--- src/rtl/abs_cmd_ctrl.sv ---
// abs_cmd_ctrl: Debug Module abstract command sequencer.
// Validates a command written by the debugger, issues one access on the
// CSR/GPR port, tracks busy/cmderr for abstractcs and returns read data to data0.

`ifndef DM_REG_WIDTH
`define DM_REG_WIDTH 32
`endif
`ifndef DATA_WIDTH
`define DATA_WIDTH 32
`endif
`ifndef CMD_REGNO_SIZE
`define CMD_REGNO_SIZE 16
`endif
`ifndef CMD_CMDTYPE_RANGE
`define CMD_CMDTYPE_RANGE 31:24
`endif
`ifndef CMD_AARSIZE_RANGE
`define CMD_AARSIZE_RANGE 22:20
`endif
`ifndef CMD_POSTEXEC_RANGE
`define CMD_POSTEXEC_RANGE 18
`endif
`ifndef CMD_TRANSFER_RANGE
`define CMD_TRANSFER_RANGE 17
`endif
`ifndef CMD_WRITE_RANGE
`define CMD_WRITE_RANGE 16
`endif
`ifndef CMD_REGNO_RANGE
`define CMD_REGNO_RANGE 15:0
`endif

module abs_cmd_ctrl #(
    parameter int unsigned TIMEOUT = 16
) (
    input  logic                       sys_clk,
    input  logic                       sys_rstn,
    input  logic [`DM_REG_WIDTH-1:0]   command,
    input  logic                       cmd_update,
    input  logic [`DM_REG_WIDTH-1:0]   data0,
    input  logic                       hart_halted,
    input  logic [2:0]                 cmderr_w1c,
    output logic                       busy,
    output logic [2:0]                 cmderr,
    output logic                       access_req,
    output logic                       wr1_rd0,
    output logic [`CMD_REGNO_SIZE-1:0] regno,
    output logic [`DATA_WIDTH-1:0]     write_data,
    input  logic                       access_ack,
    input  logic [`DATA_WIDTH-1:0]     read_data,
    output logic                       data0_wr_en,
    output logic [`DATA_WIDTH-1:0]     data0_wr_data
);

    localparam int unsigned TW = (TIMEOUT > 2) ? $clog2(TIMEOUT) : 1;
    localparam logic [TW-1:0] TMAX = TW'(TIMEOUT - 1);

    localparam logic [2:0] ERR_BUSY       = 3'd1;
    localparam logic [2:0] ERR_NOTSUP     = 3'd2;
    localparam logic [2:0] ERR_EXCEPTION  = 3'd3;
    localparam logic [2:0] ERR_HALTRESUME = 3'd4;

    typedef enum logic [1:0] {
        S_IDLE  = 2'd0,
        S_ISSUE = 2'd1,
        S_WAIT  = 2'd2
    } state_e;

    // Access parameters captured at accept and held until the next accept.
    typedef struct packed {
        logic                       wr;
        logic [`CMD_REGNO_SIZE-1:0] regno;
        logic [`DATA_WIDTH-1:0]     data;
    } acc_req_t;

    state_e             state_q, state_d;
    acc_req_t           req_q, req_d;
    logic [TW-1:0]      timer_q, timer_d;
    logic [2:0]         cmderr_q, cmderr_d;
    logic               d0_en_q, d0_en_d;
    logic [`DATA_WIDTH-1:0] d0_data_q, d0_data_d;

    logic               err_set;
    logic [2:0]         err_val;
    logic               rd_done;
    logic               cmd_notsup;
    logic               unused_cmd_bits;

    // Fields this sequencer does not act on (aarpostincrement, reserved).
    assign unused_cmd_bits = &{1'b0, command[23], command[19]};

    // Anything other than a 32-bit access-register command without postexec.
    assign cmd_notsup = (command[`CMD_CMDTYPE_RANGE] != '0) ||
                        (command[`CMD_AARSIZE_RANGE] != 3'd2) ||
                        command[`CMD_POSTEXEC_RANGE];

    // Next-state, error and data0-return logic.
    always_comb begin
        state_d   = state_q;
        req_d     = req_q;
        timer_d   = timer_q;
        err_set   = 1'b0;
        err_val   = 3'd0;
        rd_done   = 1'b0;

        // A command written while one is running is dropped and flagged.
        if (state_q != S_IDLE && cmd_update && cmderr_q == 3'd0) begin
            err_set = 1'b1;
            err_val = ERR_BUSY;
        end

        case (state_q)
            S_IDLE: begin
                // A pending error blocks new commands until software clears it.
                if (cmd_update && cmderr_q == 3'd0) begin
                    if (cmd_notsup) begin
                        err_set = 1'b1;
                        err_val = ERR_NOTSUP;
                    end else if (!hart_halted) begin
                        err_set = 1'b1;
                        err_val = ERR_HALTRESUME;
                    end else if (command[`CMD_TRANSFER_RANGE]) begin
                        req_d.wr    = command[`CMD_WRITE_RANGE];
                        req_d.regno = command[`CMD_REGNO_RANGE];
                        req_d.data  = data0[`DATA_WIDTH-1:0];
                        state_d     = S_ISSUE;
                    end
                end
            end
            S_ISSUE: begin
                timer_d = '0;
                if (access_ack) begin
                    state_d = S_IDLE;
                    rd_done = !req_q.wr;
                end else begin
                    state_d = S_WAIT;
                end
            end
            S_WAIT: begin
                if (access_ack) begin
                    state_d = S_IDLE;
                    rd_done = !req_q.wr;
                end else if (timer_q == TMAX) begin
                    state_d = S_IDLE;
                    err_set = 1'b1;
                    err_val = ERR_EXCEPTION;
                end else begin
                    timer_d = timer_q + 1'b1;
                end
            end
            default: begin
                state_d = S_IDLE;
            end
        endcase

        // Setting an error takes precedence over a simultaneous clear.
        cmderr_d  = err_set ? err_val : (cmderr_q & ~cmderr_w1c);
        d0_en_d   = rd_done;
        d0_data_d = rd_done ? read_data : d0_data_q;
    end

    // State and output registers.
    always_ff @(posedge sys_clk or negedge sys_rstn) begin
        if (!sys_rstn) begin
            state_q   <= S_IDLE;
            req_q     <= '0;
            timer_q   <= '0;
            cmderr_q  <= 3'd0;
            d0_en_q   <= 1'b0;
            d0_data_q <= '0;
        end else begin
            state_q   <= state_d;
            req_q     <= req_d;
            timer_q   <= timer_d;
            cmderr_q  <= cmderr_d;
            d0_en_q   <= d0_en_d;
            d0_data_q <= d0_data_d;
        end
    end

    assign busy          = (state_q != S_IDLE);
    assign access_req    = (state_q == S_ISSUE);
    assign cmderr        = cmderr_q;
    assign wr1_rd0       = req_q.wr;
    assign regno         = req_q.regno;
    assign write_data    = req_q.data;
    assign data0_wr_en   = d0_en_q;
    assign data0_wr_data = d0_data_q;

endmodule

--- config.mk ---
export PLATFORM = sky130hd
export DESIGN_NAME = abs_cmd_ctrl
export DESIGN_NICKNAME = d
export VERILOG_FILES = /design/src/rtl/abs_cmd_ctrl.sv
export SDC_FILE = /design/constraint.sdc
export NUM_CORES = 1
export LEC_CHECK = 0
export BUFFER_PORTS_ARGS = -buffer_cell sky130_fd_sc_hd__buf_2
export CORE_ASPECT_RATIO = 0.8
export CORE_MARGIN = 10
export CORE_UTILIZATION = 25
export DETAILED_ROUTE_END_ITERATION = 8
export PLACE_DENSITY = 0.55
export SLEW_MARGIN = 20
export SYNTH_ARGS = -nofsm -noshare
export SYNTH_HDL_FRONTEND = slang
export SYNTH_SLANG_ARGS = --single-unit
--- constraint.sdc ---
create_clock -name sys_clk -period 2.1 [get_ports sys_clk]
set_input_delay 0.315 -clock sys_clk [delete_from_list [all_inputs] [get_ports sys_clk]]
set_output_delay 0.315 -clock sys_clk [all_outputs]
set_load 0.05 [all_outputs]
Word level (Yosys, flattened, before mapping):

Cells that the tools add are included.

* output and inout bits: 87
* latch bits: 0
* memories kept: 0
* memory bits (read-only): 0
* register bits after elaboration: 91
* bits of input ports: 104
* word-level logic and storage cells: 66
* bits in writable memories: 0

* multiply operators: 0
* bitwise gates (word level): 3
* equal/unequal tests: 11
* div/mod/pow operators: 0
* reductions and logical operators: 15
* multiplexer cells: 28
* $lt $le $gt $ge: 0
* shifts and indexed selects: 0
* add/sub/neg operators: 1

Operator list (number)
* two-way mux 2 bit: 9
* two-way mux 3 bit: 4
* inequality test 2 bit (second input constant): 6
* AND reduction 5 bit: 2
* two-way mux 1 bit: 9
* two-way mux 4 bit: 2
* one-hot mux 4 bit (2 select lines): 1
* nonzero test 8 bit: 1
* one-hot mux 2 bit (3 select lines): 1
* one-hot mux 3 bit (2 select lines): 1
* adder 4 x 1 -> 4 bit (second input constant): 1
* equality test 4 bit (second input constant): 1
* nonzero test 2 bit: 2
* bitwise AND 3 bit: 1
* logical AND 1 bit: 3
* zero test 3 bit: 1
* inequality test 3 x 2 -> 1 bit (second input constant): 1
* inequality test 3 bit (second input constant): 1
* NOT 3 bit: 1
* AND reduction 3 bit: 1
* equality test 2 x 1 -> 1 bit (second input constant): 1
* equality test 2 bit (second input constant): 1
* zero test 2 bit: 1
* logical OR 1 bit: 2
* 4 further kinds: 4

Depth between registers and ports, before layout:

Gate-level depths: netlist of the first run.

* depth in word-level cells: 9
* mapped depth: 8
* gate-level depth less buffers: 6

Worst setup path before layout of the first run:

OpenSTA, ideal clock, no wires.

* path type: register to register
* from: register cmderr_q[1], in the netlist cmderr[1]
* to: register req_q, in the netlist regno[10]
* period minus slack after synthesis: 2.434 ns
* data required time: 1.973 ns
* library setup time: 0.127 ns
* buffers on the path: 3
* setup slack: -0.334 ns
* stages on the path, launching flop included: 8
* arrival: 2.307 ns
* cells stage by stage: dfrtp_1 > or4b_1 > clkbuf_1 > or2_2 > nor2_4 > buf_6 > buf_6 > mux2_1

* longest elaborated chain between the ends: 3

RTL lines
* from (decl): line 79 `logic [2:0] cmderr_q, cmderr_d;`
* from (signal assigned): line 175 `cmderr_q <= cmderr_d;`
* zero test 3 bit: line 115 `if (cmd_update && cmderr_q == 3'd0) begin`
* logical AND 1 bit: line 115
* AND reduction 5 bit (no source line)
* to (signal assigned): line 173 `req_q <= req_d;`
* to (decl): line 77 `acc_req_t req_q, req_d;`

Every way passes these cells.
A chain may end at the register's enable or synchronous reset.

Worst setup path in the final report of the first run:

* from: input command[29]
* to: register req_q, in the netlist regno[13]

* longest elaborated chain between the ends: 5

RTL lines
* from (decl): line 38 `` input logic [`DM_REG_WIDTH-1:0] command, ``
* nonzero test 8 bit: line 93 `` assign cmd_notsup = (command[`CMD_CMDTYPE_RANGE] != '0) || ``
* logical OR 1 bit (2 in a row): line 93
* NOT 1 bit (no source line)
* AND reduction 5 bit (no source line)

Every way passes these cells.

==> results.yml, run 1 <==
critical_path:
  crit_cells: 6
  r2r_end: "regno[13]$_DFFE_PN0P_"
  worstSetupStartpoint: "command[29]"
  timing.critical_path.fanout_max: 31
  cp.required_ns: 2.32
  cpMaxStageDelayCell: "sky130_fd_sc_hd__or4_4"
  rr_startpoint: "cmderr[1]$_DFF_PN0_"
  rrSetupSlack_ns: 0.05
  critPathTopFamily: "simple AND/OR/NAND/NOR gates"
  critPathCapture: "regno[13]$_DFFE_PN0P_"
  start_kind: "input port"
  cell_by_cell_trace_of_the_critical_path: "buf_2 > or4_4 > or4_4 > nor2_4 > buf_12 > mux2_2"
  setup.worst_path.end_class: "flip-flop"
  critical_path_arrival_ns: 2.27
  worst-r2r-cell-count: 5
  cpMostUsedCell: "sky130_fd_sc_hd__or4_4"
  max_stage_delay_ns: 0.56
  worstSetupPathType: "input port to flip-flop"
  cp.buffers_inverters: 2
status:
  status: "completed"
global_routing:
  pin_count_of_the_biggest_net_entering_global_routing: 92
  via_count_of_the_first_global_routing_pass: 3252
  grt_first_pass_wirelength_mm: 16.8
  grt_antenna_before_repair: 0
  total_routing_usage_gr_pct: 10.5
  grt-ovfl-total: 0
placed_design:
  post_dp_cell_area_um2: 4840
  dpl.hpwl_mm: 8.06
  placedCellCount: 673
  routabilityCongestion: 0.734
  port-buffer-count: 188
  place_worst_setup_slack_ns: -0.314
timing:
  fin_crit_sh_pct: 97.8
  setup_slack_ns: 0.0461
  clock_skew_ns: 0.00632
  fmax_mhz: 487
  finalWorstPathRequiredPeriod_ns: 2.05
  setup_viol: 0
  relSlewSlack_pct: 63.0
  timing_max_transition_violations_final: 0
  hold_viol: 0
  tightest_slew_ns: 0.553
  grt_setup_unrepaired: "true"
logic_synthesis:
  synth_flop_cell: "sky130_fd_sc_hd__dfrtp_1"
  ys_async_sr_fraction_pct: 100
  synthesis.instances: 306
  postSynthRegisterBits: 91
  number_of_enable_flip_flop_cells_after_synthesis: 0
  synth_area_per_cell_um2: 11.9
  synthesis.area_um2: 3630
  yosys_warnings: 0
  synth_cell_types: 32
  yosysSeqAreaShare_pct: 62.7
  synth.net_count: 414
final_layout:
  layout.cells.non_filler: 689
  design.final.nets: 608
  final.fill_count: 1449
  mostFrequentLayoutCells: "187 x sky130_fd_sc_hd__buf_2, 100 x sky130_fd_sc_hd__nand2_1, 88 x sky130_fd_sc_hd__dfrtp_1"
  final_core_utilization_pct: 36.3
  fraction_of_layout_instances_using_a_drive_strength_above_1_pct: 51.9
  post-route-cell-area_um2: 5180
  mostFrequentLayoutCell: "sky130_fd_sc_hd__buf_2"
  syn_to_final_growth_pct: 42.5
  num_antenna_cells: 0
route:
  detailed_route_vias_per_instance: 4.27
  drtPass1Iterations: 4
  ant_nets: 0
  postRouteWirelength_mm: 10.5
  num_vias: 2942
  detail_route.iter0.violations: 104
  detail_route.wl_per_cell_um: 15.2
  detail_route.drc_violations: 0
power:
  pwr_density_cell_nw_per_um2: 734
  leakagePower_uw: 0.00303
  worst_ir_drop_vdd_v: 0.000345
cts:
  numCtsBuffers: 9
  clockRootBuffer: "sky130_fd_sc_hd__clkbuf_16"
  cts-root-to-sink-buffers: 2
  clock_sink_count: 91
  tritoncts: "yes"
  cts_setup_buffers: 0
  cts.htree.levels: 3
  worstSkewPairLatency_ns: 0.34
  cts.reportedPaths.clkPinSlew_ns: 0.06
  post_cts_resized: 0
  postCtsHoldBufs: 0
min_path:
  min_path_type: "input port to asynchronous set/reset pin"
floorplanning:
  fp.dieArea_um2: 19800
  initial_utilization_pct: 25.5
  die_x_um: 155
  floorplan.rows: 39
  design.portCount: 191
  die_y_um: 128
  floorplan.core_area_um2: 14200
job:
  drv_cap: 0
through the flow:
step	hold WS (ns)	TNS (ns)	total power [uW]
2_1_floorplan	0.0194	-3.56	1920
3_3_place_gp	0.399	-12.62	2070
3_5_place_dp	0.399	-13.77	2080
4_1_cts	0.0224	0	3880
5_1_grt	0.0470	-0.00698	3970
6_report	0.00421	0	3800
layout make-up:
cell class | count | area, um2 | share of cell area (%)
flip-flops and latches | 91 | 2280 | 44.1
well taps | 184 | 230 | 4.45
clock buffers | 11 | 243 | 4.69
repair buffers | 197 | 1040 | 20.1
inverters | 10 | 41.3 | 0.798
clock inverters | 5 | 85.1 | 1.64
multi-input cells | 191 | 1260 | 24.3
cell usage after synthesis, types with 2 or more instances:
master	instances	area, um2
sky130_fd_sc_hd__nand3_1	4	20.0
sky130_fd_sc_hd__buf_6	2	22.5
sky130_fd_sc_hd__clkbuf_1	7	26.3
sky130_fd_sc_hd__inv_1	10	37.5
sky130_fd_sc_hd__o21ai_0	2	10.0
sky130_fd_sc_hd__nand2_1	100	375
sky130_fd_sc_hd__ha_1	4	50.1
sky130_fd_sc_hd__buf_4	3	22.5
sky130_fd_sc_hd__mux2_2	39	439
sky130_fd_sc_hd__a21oi_1	3	15.0
sky130_fd_sc_hd__a31oi_1	2	12.5
sky130_fd_sc_hd__dfrtp_1	91	2280
sky130_fd_sc_hd__or4b_1	2	20.0
sky130_fd_sc_hd__nor2_1	2	7.51
sky130_fd_sc_hd__mux2_1	10	113
sky130_fd_sc_hd__o221ai_1	4	35.0
sky130_fd_sc_hd__buf_1	2	7.51
sky130_fd_sc_hd__or4_1	3	22.5
sky130_fd_sc_hd__nand4_1	3	18.8
power breakdown:
group	total (uW)	internal (uW)	switching (uW)
logic	259	110	149
registers	1780	1770	12.5
clock network	1750	1080	672
cell families after synthesis:
logic type      share of synthesized area [%]
simple gates                             14.6
flops                                    62.7
mux                                      15.2
buf+inv                                  3.20
compound gates                           2.93
fa+ha+maj                                1.38
metal layers:
| layer | track usage [%] | routed length (um) | up-vias |
|---|---|---|---|
| li1 | - | - | 1411 |
| met1 | 11.9 | 4420 | 1392 |
| met2 | 16.9 | 4860 | 128 |
| met3 | 5.57 | 1060 | 11 |
| met4 | 3.11 | 115 | 0 |
| met5 | 0 | 0 | - |
flip-flops by register name, indices dropped and copies added, names as in the netlist:
name and cells:
cmderr 3, data0_wr_data 32, data0_wr_en 1, regno 16, state_q 2, timer_q 4
wr1_rd0 1, write_data 32
worst min-delay path by stage:
stage / to / slack [ns] / cells past startpoint
after global placement: data0_wr_data[0]$_DFFE_PN0P_ / 0.40 / 2
after detailed placement: data0_wr_data[0]$_DFFE_PN0P_ / 0.40 / 2
after CTS: data0_wr_data[9]$_DFFE_PN0P_ / 0.02 / 2
final: data0_wr_data[0]$_DFFE_PN0P_ / 0.004 / 2
after floorplan: cmderr[0]$_DFF_PN0_ / 0.02 / 0
after global routing: data0_wr_data[9]$_DFFE_PN0P_ / 0.05 / 2
Note: power is estimated with default switching activity, not from simulation.
==> inputs of run 2 (changes only) <==
- BUFFER_PORTS_ARGS: -buffer_cell sky130_fd_sc_hd__buf_2 -> -buffer_cell sky130_fd_sc_hd__buf_4
==> results.yml, run 2 (synthesis gave the netlist of run 1 again) <==
status:
  status: "complete, but fails checks"
  failed_checks: "setup timing"
floorplanning:
  floorplan.core_area_um2: 14200
  initial_utilization_pct: 25.5
  design.portCount: 191
  floorplan.rows: 39
  fp.dieArea_um2: 19800
  die_x_um: 155
  die_y_um: 128
cts:
  numCtsBuffers: 9
  tritoncts: "yes"
  cts.htree.levels: 3
  clockRootBuffer: "sky130_fd_sc_hd__clkbuf_16"
  cts.reportedPaths.clkPinSlew_ns: 0.06
  cts-root-to-sink-buffers: 2
  worstSkewPairLatency_ns: 0.34
  clock_sink_count: 91
timing:
  timing_max_transition_violations_final: 0
  finalWorstPathRequiredPeriod_ns: 2.12
  hold_viol: 0
  setup_viol: 17
  clock_skew_ns: 0.00474
  relSlewSlack_pct: 62.3
  fin_crit_sh_pct: 101
  worst_hold_slack_ns: 0.158
  fmax_mhz: 472
  grt_setup_unrepaired: "true"
  tightest_slew_ns: 0.564
  setup_slack_ns: -0.0184
critical_path:
  worstSetupPathType: "flip-flop to flip-flop"
  critical_path_arrival_ns: 2.34
  rr_startpoint: "cmderr[1]$_DFF_PN0_"
  timing.critical_path.fanout_max: 10
  worst-r2r-cell-count: 6
  start_kind: "flip-flop"
  setup.worst_path.end_class: "flip-flop"
  rrSetupSlack_ns: -0.02
  r2r_end: "write_data[7]$_DFFE_PN0P_"
  cp.required_ns: 2.32
final_layout:
  multi_input_area_um2: 1320
  design.final.nets: 614
  layout.area.seq_um2: 2280
  final.fill_count: 1372
  num_antenna_cells: 0
  fraction_of_layout_instances_using_a_drive_strength_above_1_pct: 52.8
  syn_to_final_growth_pct: 59.6
  post-route-cell-area_um2: 5800
  mostFrequentLayoutCells: "195 x sky130_fd_sc_hd__buf_4, 100 x sky130_fd_sc_hd__nand2_1, 88 x sky130_fd_sc_hd__dfrtp_1"
  mostFrequentLayoutCell: "sky130_fd_sc_hd__buf_4"
route:
  num_vias: 2997
  detailed_route_vias_per_instance: 4.31
  detail_route.drc_violations: 0
  ant_nets: 0
  detail_route.wl_per_cell_um: 16.6
  detail_route.iter0.violations: 111
  postRouteWirelength_mm: 11.5
  drtPass1Iterations: 4
placed_design:
  post_dp_cell_area_um2: 5310
  port-buffer-count: 188
  dpl.hpwl_mm: 8.61
  routabilityCongestion: 0.790
min_path:
  hold_depth: 3
  hold-path-endpoint: "data0_wr_data[29]$_DFFE_PN0P_"
  min_path_type: "input port to flip-flop"
  worst_hold_startpoint: "read_data[29]"
job:
  drv_cap: 0
global_routing:
  total_routing_usage_gr_pct: 10.8
  via_count_of_the_first_global_routing_pass: 3146
  grt_antenna_before_repair: 0
  pin_count_of_the_biggest_net_entering_global_routing: 40
  grt_first_pass_wirelength_mm: 17.2
  grt-ovfl-total: 0
power:
  pwr_density_cell_nw_per_um2: 652
  leakagePower_uw: 0.00316
  power_uw: 3780
  worst_ir_drop_vdd_v: 0.000429
==> run 2: cell types whose count changed in the layout (fill, tap and decap cells not counted), moves of 2 or more <==
cell,before,now
sky130_fd_sc_hd__mux2_1,8,6
sky130_fd_sc_hd__mux2_2,39,23
sky130_fd_sc_hd__clkbuf_16,9,11
sky130_fd_sc_hd__mux2_4,2,20
sky130_fd_sc_hd__buf_2,187,0
sky130_fd_sc_hd__buf_4,7,195
==> run 2: metal layers <==
layer	share of wire (%)	up-vias	GRT usage (%)
met5	0	-	0
met2	45	124	16.1
met4	1.3	0	3.49
li1	-	1415	-
met3	11	15	6.41
met1	43	1443	12.6
==> run 2: critical path, cell delays in order, from the launching register on <==
cell and delay (ns):
sky130_fd_sc_hd__dfrtp_2 0.41, sky130_fd_sc_hd__or4b_4 0.54, sky130_fd_sc_hd__or2_4 0.26, sky130_fd_sc_hd__nor2_4 0.15, sky130_fd_sc_hd__buf_12 0.14, sky130_fd_sc_hd__clkbuf_16 0.16, sky130_fd_sc_hd__mux2_2 0.34
==> run 2: stage by stage <==
step | TNS (ns) | std cells | utilization [%] | setup WS, ns
final | -0.149 | 695 | 40.7 | -0.0184
after global routing | -1.75 | 695 | 40.7 | -0.0634
after CTS | 0 | 690 | 39.5 | 0.00981
after detailed placement | -14.04 | 673 | 37.2 | -0.305
after global placement | -13.42 | 673 | 37.2 | -0.286
after floorplan | -3.56 | 306 | - | -0.150
==> run 2: layout make-up <==
type | instances | share of cell area (%)
sequential | 91 | 39.4
timing repair buffer | 203 | 27.7
multi-input combinational | 191 | 22.8
clock buffer | 11 | 4.36
tap | 184 | 3.97
clock inverter | 5 | 1.04
inverter | 10 | 0.712
==> run 2: worst max-delay path by stage <==
| stage | from | to | slack (ns) |
|---|---|---|---|
| finish | cmderr[1]$_DFF_PN0_ | write_data[7]$_DFFE_PN0P_ | -0.02 |
| global route | cmderr[1]$_DFF_PN0_ | write_data[10]$_DFFE_PN0P_ | -0.06 |
| detailed placement | command[29] | write_data[25]$_DFFE_PN0P_ | -0.31 |
| CTS | cmderr[1]$_DFF_PN0_ | write_data[25]$_DFFE_PN0P_ | 0.01 |
| floorplan | command[29] | regno[12]$_DFFE_PN0P_ | -0.15 |
| global placement | command[29] | write_data[6]$_DFFE_PN0P_ | -0.29 |
==> run 2: repair_timing <==
item / CTS / global route
setup endpoints to repair: 0 / 53
hold buffers: 1 / 0
endpoints found under the hold margin: 36 / 0
buffers inserted: 0 / 2
gates resized for setup: 0 / 21
==> run 2: power by group <==
group          leakage (uW)  switching, uW  internal (uW)
sequential          0.00125           12.9           1770
combinational       0.00175            154            179
clock              0.000152            669            991
total               0.00316            836           2940
